## config.mk

```make
export PLATFORM = sky130hd
export DESIGN_NAME = sram_boot_config
export DESIGN_NICKNAME = d
export VERILOG_FILES = /design/src/rtl/sram_boot_config.sv
export SDC_FILE = /design/constraint.sdc
export NUM_CORES = 1
export LEC_CHECK = 0
export CORE_MARGIN = 4
export CORE_UTILIZATION = 44
export DETAILED_ROUTE_END_ITERATION = 10
export PLACE_DENSITY = 0.79
export RECOVER_POWER = 100
export REMOVE_ABC_BUFFERS = 1
export SYNTH_ARGS = -nofsm -noshare
export SYNTH_HDL_FRONTEND = slang
export SYNTH_SLANG_ARGS = --single-unit
```

## constraint.sdc

```tcl
create_clock -name clk -period 1.7 [get_ports clk]
set_clock_uncertainty 0.1 [all_clocks]
set_input_delay 0.425 -clock clk [delete_from_list [all_inputs] [get_ports clk]]
set_output_delay 0.425 -clock clk [all_outputs]
set_load 0.03 [all_outputs]
```

## src/rtl/sram_boot_config.sv

```systemverilog
// Boot loader: reads NBYTES config bytes from SRAM while holding the core in reset, then hands the bus over.
// Bus select and master_reset_n come from registered state, so the bus changes hands on one clean edge.
module sram_boot_config #(
  parameter int                  NBYTES      = 2,
  parameter int                  ADDR_W      = 21,
  parameter logic [ADDR_W-1:0]   BASE_ADDR   = 21'h008FD5,
  parameter int                  SETTLE      = 4,
  parameter int                  HOLD        = 4,
  parameter int                  NTOGGLE     = 2,
  parameter logic [8*NBYTES-1:0] DEFAULT_CFG = '0
) (
  input  logic                  clk,
  input  logic                  reset,
  input  logic [ADDR_W-1:0]     core_sram_addr,
  input  logic                  core_sram_we_n,
  output logic [ADDR_W-1:0]     sram_addr,
  output logic                  sram_we_n,
  input  logic [7:0]            sram_data_in,
  output logic                  master_reset_n,
  output logic                  busy,
  output logic [8*NBYTES-1:0]   cfg,
  output logic                  cfg_valid,
  input  logic [NTOGGLE-1:0]    toggle_tg,
  output logic [NTOGGLE-1:0]    mode
);

  localparam int CNT_MAX = (SETTLE > HOLD) ? SETTLE : HOLD;
  localparam int CW      = $clog2(CNT_MAX + 1);
  localparam int IW      = (NBYTES > 1) ? $clog2(NBYTES) : 1;

  typedef enum logic [1:0] {LOAD, HOLDRST, RUN} state_t;

  state_t                  state;
  logic [CW-1:0]           cnt;
  logic [IW-1:0]           idx;
  logic [NBYTES-1:0][7:0]  shadow;
  logic [NTOGGLE-1:0]      tg_s1, tg_s2, tg_prev, inv;
  logic                    core_owns;
  logic [ADDR_W-1:0]       boot_addr;

  // idx parks on the last byte during HOLDRST, so the address holds there too
  assign boot_addr = BASE_ADDR + ADDR_W'(idx);
  assign sram_addr = core_owns ? core_sram_addr : boot_addr;
  assign sram_we_n = core_owns ? core_sram_we_n : 1'b1;
  assign mode      = cfg[NTOGGLE-1:0] ^ inv;

  always_ff @(posedge clk) begin
    if (reset) begin
      state          <= LOAD;
      cnt            <= '0;
      idx            <= '0;
      shadow         <= '0;
      inv            <= '0;
      tg_s1          <= '0;
      tg_s2          <= '0;
      tg_prev        <= '0;
      cfg            <= DEFAULT_CFG;
      cfg_valid      <= 1'b0;
      core_owns      <= 1'b0;
      master_reset_n <= 1'b0;
      busy           <= 1'b1;
    end else begin
      tg_s1   <= toggle_tg;
      tg_s2   <= tg_s1;
      tg_prev <= tg_s2;
      case (state)
        LOAD: begin
          if (cnt == CW'(SETTLE - 1)) begin
            shadow[idx] <= sram_data_in;
            cnt         <= '0;
            if (idx == IW'(NBYTES - 1)) state <= HOLDRST;
            else                        idx   <= idx + IW'(1);
          end else begin
            cnt <= cnt + CW'(1);
          end
        end
        HOLDRST: begin
          // An all-0xFF block means erased/uninitialised SRAM: keep the defaults
          if (cnt == '0 && !(&shadow)) begin
            cfg       <= shadow;
            cfg_valid <= 1'b1;
          end
          if (cnt == CW'(HOLD - 1)) begin
            state          <= RUN;
            cnt            <= '0;
            core_owns      <= 1'b1;
            master_reset_n <= 1'b1;
            busy           <= 1'b0;
          end else begin
            cnt <= cnt + CW'(1);
          end
        end
        RUN: begin
          inv <= inv ^ (tg_s2 & ~tg_prev);
        end
        default: state <= LOAD;
      endcase
    end
  end

endmodule

```

; ---- After elaboration in Yosys (flattened, before gate mapping)
; Index checks and enable logic that the tools add are counted.
[classes]
add_sub_neg = 3
order_cmp = 2
n_eq_ne = 6
muxes = 11
bitwise = 5
n_reduce_logical = 11
[ops]
columns = operator, count
row1 = $mux 21, 1
row2 = $add 16x1->17 const A, 1
row3 = $bwmux 16, 1
row4 = $reduce_and 16->1, 1
row5 = $demux 8 s1, 1
row6 = $mux 8, 1
row7 = $mux 2, 3
row8 = $ne 2x2->1 const B, 3
row9 = $pmux 2 s3, 1
row10 = $reduce_and 2->1, 3
row11 = $reduce_and 4->1, 1
row12 = $xor 2x2->2, 2
row13 = $add 3x1->3 const B, 1
row14 = $eq 3x2->1 const B, 1
row15 = $logic_not 3->1, 1
row16 = $mux 3, 1
row17 = $and 2x2->2, 1
row18 = $eq 2x1->1 const B, 1
row19 = $eq 2x2->1 const B, 1
row20 = $logic_and 1x1->1, 2
row21 = $logic_not 2->1, 1
row22 = $lt 1x2->1 const B, 1
row23 = $mux 1, 2
row24 = $not 2->2, 1
row25 = other kinds (5), 5
[totals]
regBits = 49
input_bits = 34
out_inout_bits = 43

; ---- Longest topological paths before layout
; Gate-level depths: netlist (run 1).
[depth]
word_depth = 5
mapped_depth = 6

; ---- Worst setup path before layout (run 1)
; OpenSTA, ideal clock, no wires.
[synth_path]
path_kind = flip-flop to output port
from = register core_owns
to = output port sram_addr[0]
t_arrival_ns = 1.391
t_required_ns = 1.175
setup_slack_ns = -0.216
path_stages_with_launch = 3
path_buffers = 1
path_cell_list = dfxtp_1 > clkbuf_1 > o21ai_0
[synth_between]
elab_chain_cells = 1
[synth_rtl]
columns = item, line
row1 = from (decl), 38  ; logic core_owns;
row2 = from (signal assigned), 59  ; core_owns <= 1'b0;
row3 = from (signal assigned), 86  ; core_owns <= 1'b1;
row4 = $mux 21, 43  ; assign sram_addr = core_owns ? core_sram_addr : boot_addr;
row5 = to (decl), 16  ; output logic [ADDR_W-1:0] sram_addr,
; Every way passes these cells.

; ---- Worst setup path in the final report (run 1)
[layout_path]
from = input port core_sram_addr[19]
to = output port sram_addr[19]
[layout_between]
elab_chain_cells = 1
[layout_rtl]
columns = item, line
row1 = from (decl), 14  ; input logic [ADDR_W-1:0] core_sram_addr,
row2 = $mux 21, 43
; Every way passes these cells.

==> flow_metrics.py, run 1 <==
metrics = {
    "synth": {
        "synthesis.area_sq_um": 2140,
        "muxShareOfSynthArea_pct": 12.2,
        "synth_seq_area_share_pct": 45.9,
        "synthXorXnorAreaFrac_pct": 1.64,
        "synth_compound_area_share_pct": 3.86,
        "syn_inst": 224,
        "async_flop_share_pct": 0,
        "synth_seq_cells": 49,
        "postSynthAreaPerCell_sq_um": 9.55,
        "synth-simple-area-share_pct": 30.2,
        "synth.distinct_cells": 31,
        "synth_edf_count": 0,
        "synthAdderAreaFrac_pct": 1.17,
        "synth_top_family_by_area": "simple AND/OR/NAND/NOR gates",
        "ys.flop_type": "dfxtp_1",
        "synth_warnings": 0,
    },
    "clocking": {
        "path_clk_slew_ns": 0.08,
        "clkLatencyLatePin_ns": 0.30,
        "cts-buffers-inserted": 5,
        "cts_tree": "yes",
        "cts.path.max_buffers": 2,
        "cts.sinks": 49,
        "root_buffer": "clkbuf_8",
        "h-tree-depth": 2,
    },
    "timing": {
        "period_share_pct": 98.5,
        "fin_tns_setup_ns": 0,
        "holdWs_ns": 0.347,
        "hold_viol_final": 0,
        "slew_headroom_pct": 74.0,
        "setup_viol": 0,
        "max_freq_mhz": 597,
        "layout_setup_ws_ns": 0.0249,
        "post-route-min-period_ns": 1.68,
        "tightest_slew_ns": 0.389,
        "slew_viol_final": 0,
    },
    "placed_design": {
        "place_area_sq_um": 2930,
        "dp.cells": 361,
        "hpwl_microns": 3310,
        "io_buffers": 76,
        "gp_congestion": 0.777,
        "pre_cts_ws_ns": -0.0803,
    },
    "finish": {
        "final_common_cell": "dfxtp_1",
        "final_layout_size_suffix_gt1_share_pct": 17.9,
        "multiInputGateArea_sq_um": 1090,
        "n_antenna_cell": 0,
        "final-instance-count-excl-fill": 369,
        "areaGrowthSynthToFinish_pct": 43.7,
        "regArea_sq_um": 990,
        "final_core_util_pct": 65.1,
        "design_area_sq_um": 3070,
        "fin_nets": 338,
        "layout_common_cells": "dfxtp_1, nand2b_1, clkdlybuf4s50_1, mux2i_1, buf_4",
        "fillerInstances": 396,
    },
    "pwr": {
        "vdd_drop_max_uv": 566,
        "p_leak_nw": 1.18,
        "power.total_mw": 2.21,
        "power-per-cell-area_nw_per_um2": 720,
    },
    "route": {
        "drtPass1Iterations": 4,
        "vias_per_cell": 4.62,
        "postRouteAntennaNets": 0,
        "num_vias": 1705,
        "drtIter0Drc": 122,
        "wl_per_cell_microns": 12.9,
        "drc": 0,
        "drt-total-wl_microns": 4760,
    },
    "floorplanning": {
        "die_y_microns": 77.7,
        "ios": 77,
        "coreArea_sq_um": 4720,
        "std_cell_rows": 25,
        "die_x_microns": 77.7,
        "start_util_pct": 45.3,
        "dieArea_sq_um": 6040,
    },
    "grt": {
        "grt.total_usage_pct": 15.4,
        "grt_antenna_before_repair": 0,
        "grt_pass1_vias": 1588,
        "grt_pass1_wl_microns": 7570,
        "overflow": 0,
        "grt_max_degree": 66,
    },
    "worst_setup_path": {
        "path_max_fanout": 1,
        "crit_type": "input port to primary output",
        "worst_setup_path_start_kind": "input port",
        "slowest_delay_ns": 0.45,
        "cpMaxStageDelayCell": "clkdlybuf4s50_1",
        "cp_data_arrival_time_ns": 1.15,
        "crit_chain": "clkdlybuf4s50_1, and2_1, buf_4",
        "critical_path_required_ns": 1.17,
        "worstSetupEndpointType": "primary output",
    },
    "min_path": {
        "min_path_type": "flop to flop",
    },
    "status": {
        "status": "finished clean",
    },
    "run": {
        "drv_cap": 0,
    },
}
-- cell families after synthesis --
group,Yosys count
AOI/OAI and AO/OA,15
xor gates and xnor gates,4
adders and majority gates,2
buffers and inverters,18
DFF,49
muxes,26
and+or+nand+nor,110
-- layout make-up --
type                            instances  share of cell area, %
Clock buffer                            5                   2.24
Clock inverter                          2                   1.14
Inverter                                3                  0.366
Multi-Input combinational cell        157                   35.6
Sequential cell                        49                   32.2
Tap cell                               67                   2.73
Timing Repair Buffer                   86                   25.7
-- flip-flops by register name, summed over array words and instances (netlist names) --
signal and count:
idx 1, core_owns 1, tg_prev 2, busy 1, cfg 16, shadow 16, state 2, inv 2
cfg_valid 1, cnt 3, tg_s1 2, tg_s2 2
-- Yosys cell counts (2+ instances only) --
master    count  share of area, %
buf_6         2               1.1
ha_1          2               1.2
nand2b_1     36                11
xor2_1        2              0.82
a21oi_1      12               2.8
or2b_1        8               2.8
inv_1         3              0.53
clkbuf_1      9               1.6
nand2_1      12               2.1
xnor2_1       2              0.82
nor2b_1       8               2.3
dfxtp_1      49                46
and2_1       10               2.9
buf_4         2              0.70
nand3_1       8               1.9
nor2_1       14               2.5
mux2i_1      25                12
nor3b_1       4               1.4
nand4_1       4               1.2
-- final timing paths --
kind | startpoint | endpoint | slack (ns) | depth (start not counted)
hold / removal | tg_s1[0] | tg_s2[0] | 0.35 | 1
setup reg to reg | state[0] | cfg[5] | 0.09 | 4
setup / recovery | core_sram_addr[19] | sram_addr[19] | 0.02 | 3
hold reg to reg | tg_s1[0] | tg_s2[0] | 0.35 | 1
-- routing by layer --
layer  global-route usage [%]  vias up  wire length (microns)
met5                        0        -                      0
met4                     3.91        0                     52
met3                     4.29        7                    207
met2                     25.3       38                   2330
met1                     20.0      776                   2170
li1                         -      884                      -
-- critical path, delay by kind of cell --
kind	cells	cell delay, ns
buffers and inverters	2	0.60
AND/OR/NAND/NOR	1	0.12
-- power breakdown --
group          switching, mW  total [mW]  internal [mW]
logic                 0.0904       0.229          0.139
clock network          0.369       0.797          0.428
registers             0.0173        1.19           1.17
total                  0.477        2.21           1.74
-- timing repair --
item | in CTS | in global routing
gates resized for setup | 26 | 14
buffers inserted | 0 | 1
setup endpoints to repair | 38 | 28
hold buffers | 0 | 0
(Power assumes the default switching activity.)
==> inputs of run 2 (changes only) <==
--- a/config.mk
+++ b/config.mk
@@ -8,6 +8,7 @@
 export CORE_MARGIN = 4
 export CORE_UTILIZATION = 44
 export DETAILED_ROUTE_END_ITERATION = 10
+export GPL_ROUTABILITY_DRIVEN = 0
 export PLACE_DENSITY = 0.79
 export RECOVER_POWER = 100
 export REMOVE_ABC_BUFFERS = 1
==> results of run 2 <==
Final layout, timing and power as in run 1 (identical DEF).
==> inputs of run 3 (changes only) <==
--- a/config.mk
+++ b/config.mk
@@ -9,6 +9,7 @@
 export CORE_UTILIZATION = 44
 export DETAILED_ROUTE_END_ITERATION = 10
 export GPL_ROUTABILITY_DRIVEN = 0
+export HOLD_SLACK_MARGIN = 0.1
 export PLACE_DENSITY = 0.79
 export RECOVER_POWER = 100
 export REMOVE_ABC_BUFFERS = 1
==> results of run 3 <==
Final layout, timing and power as in run 1 (identical DEF).
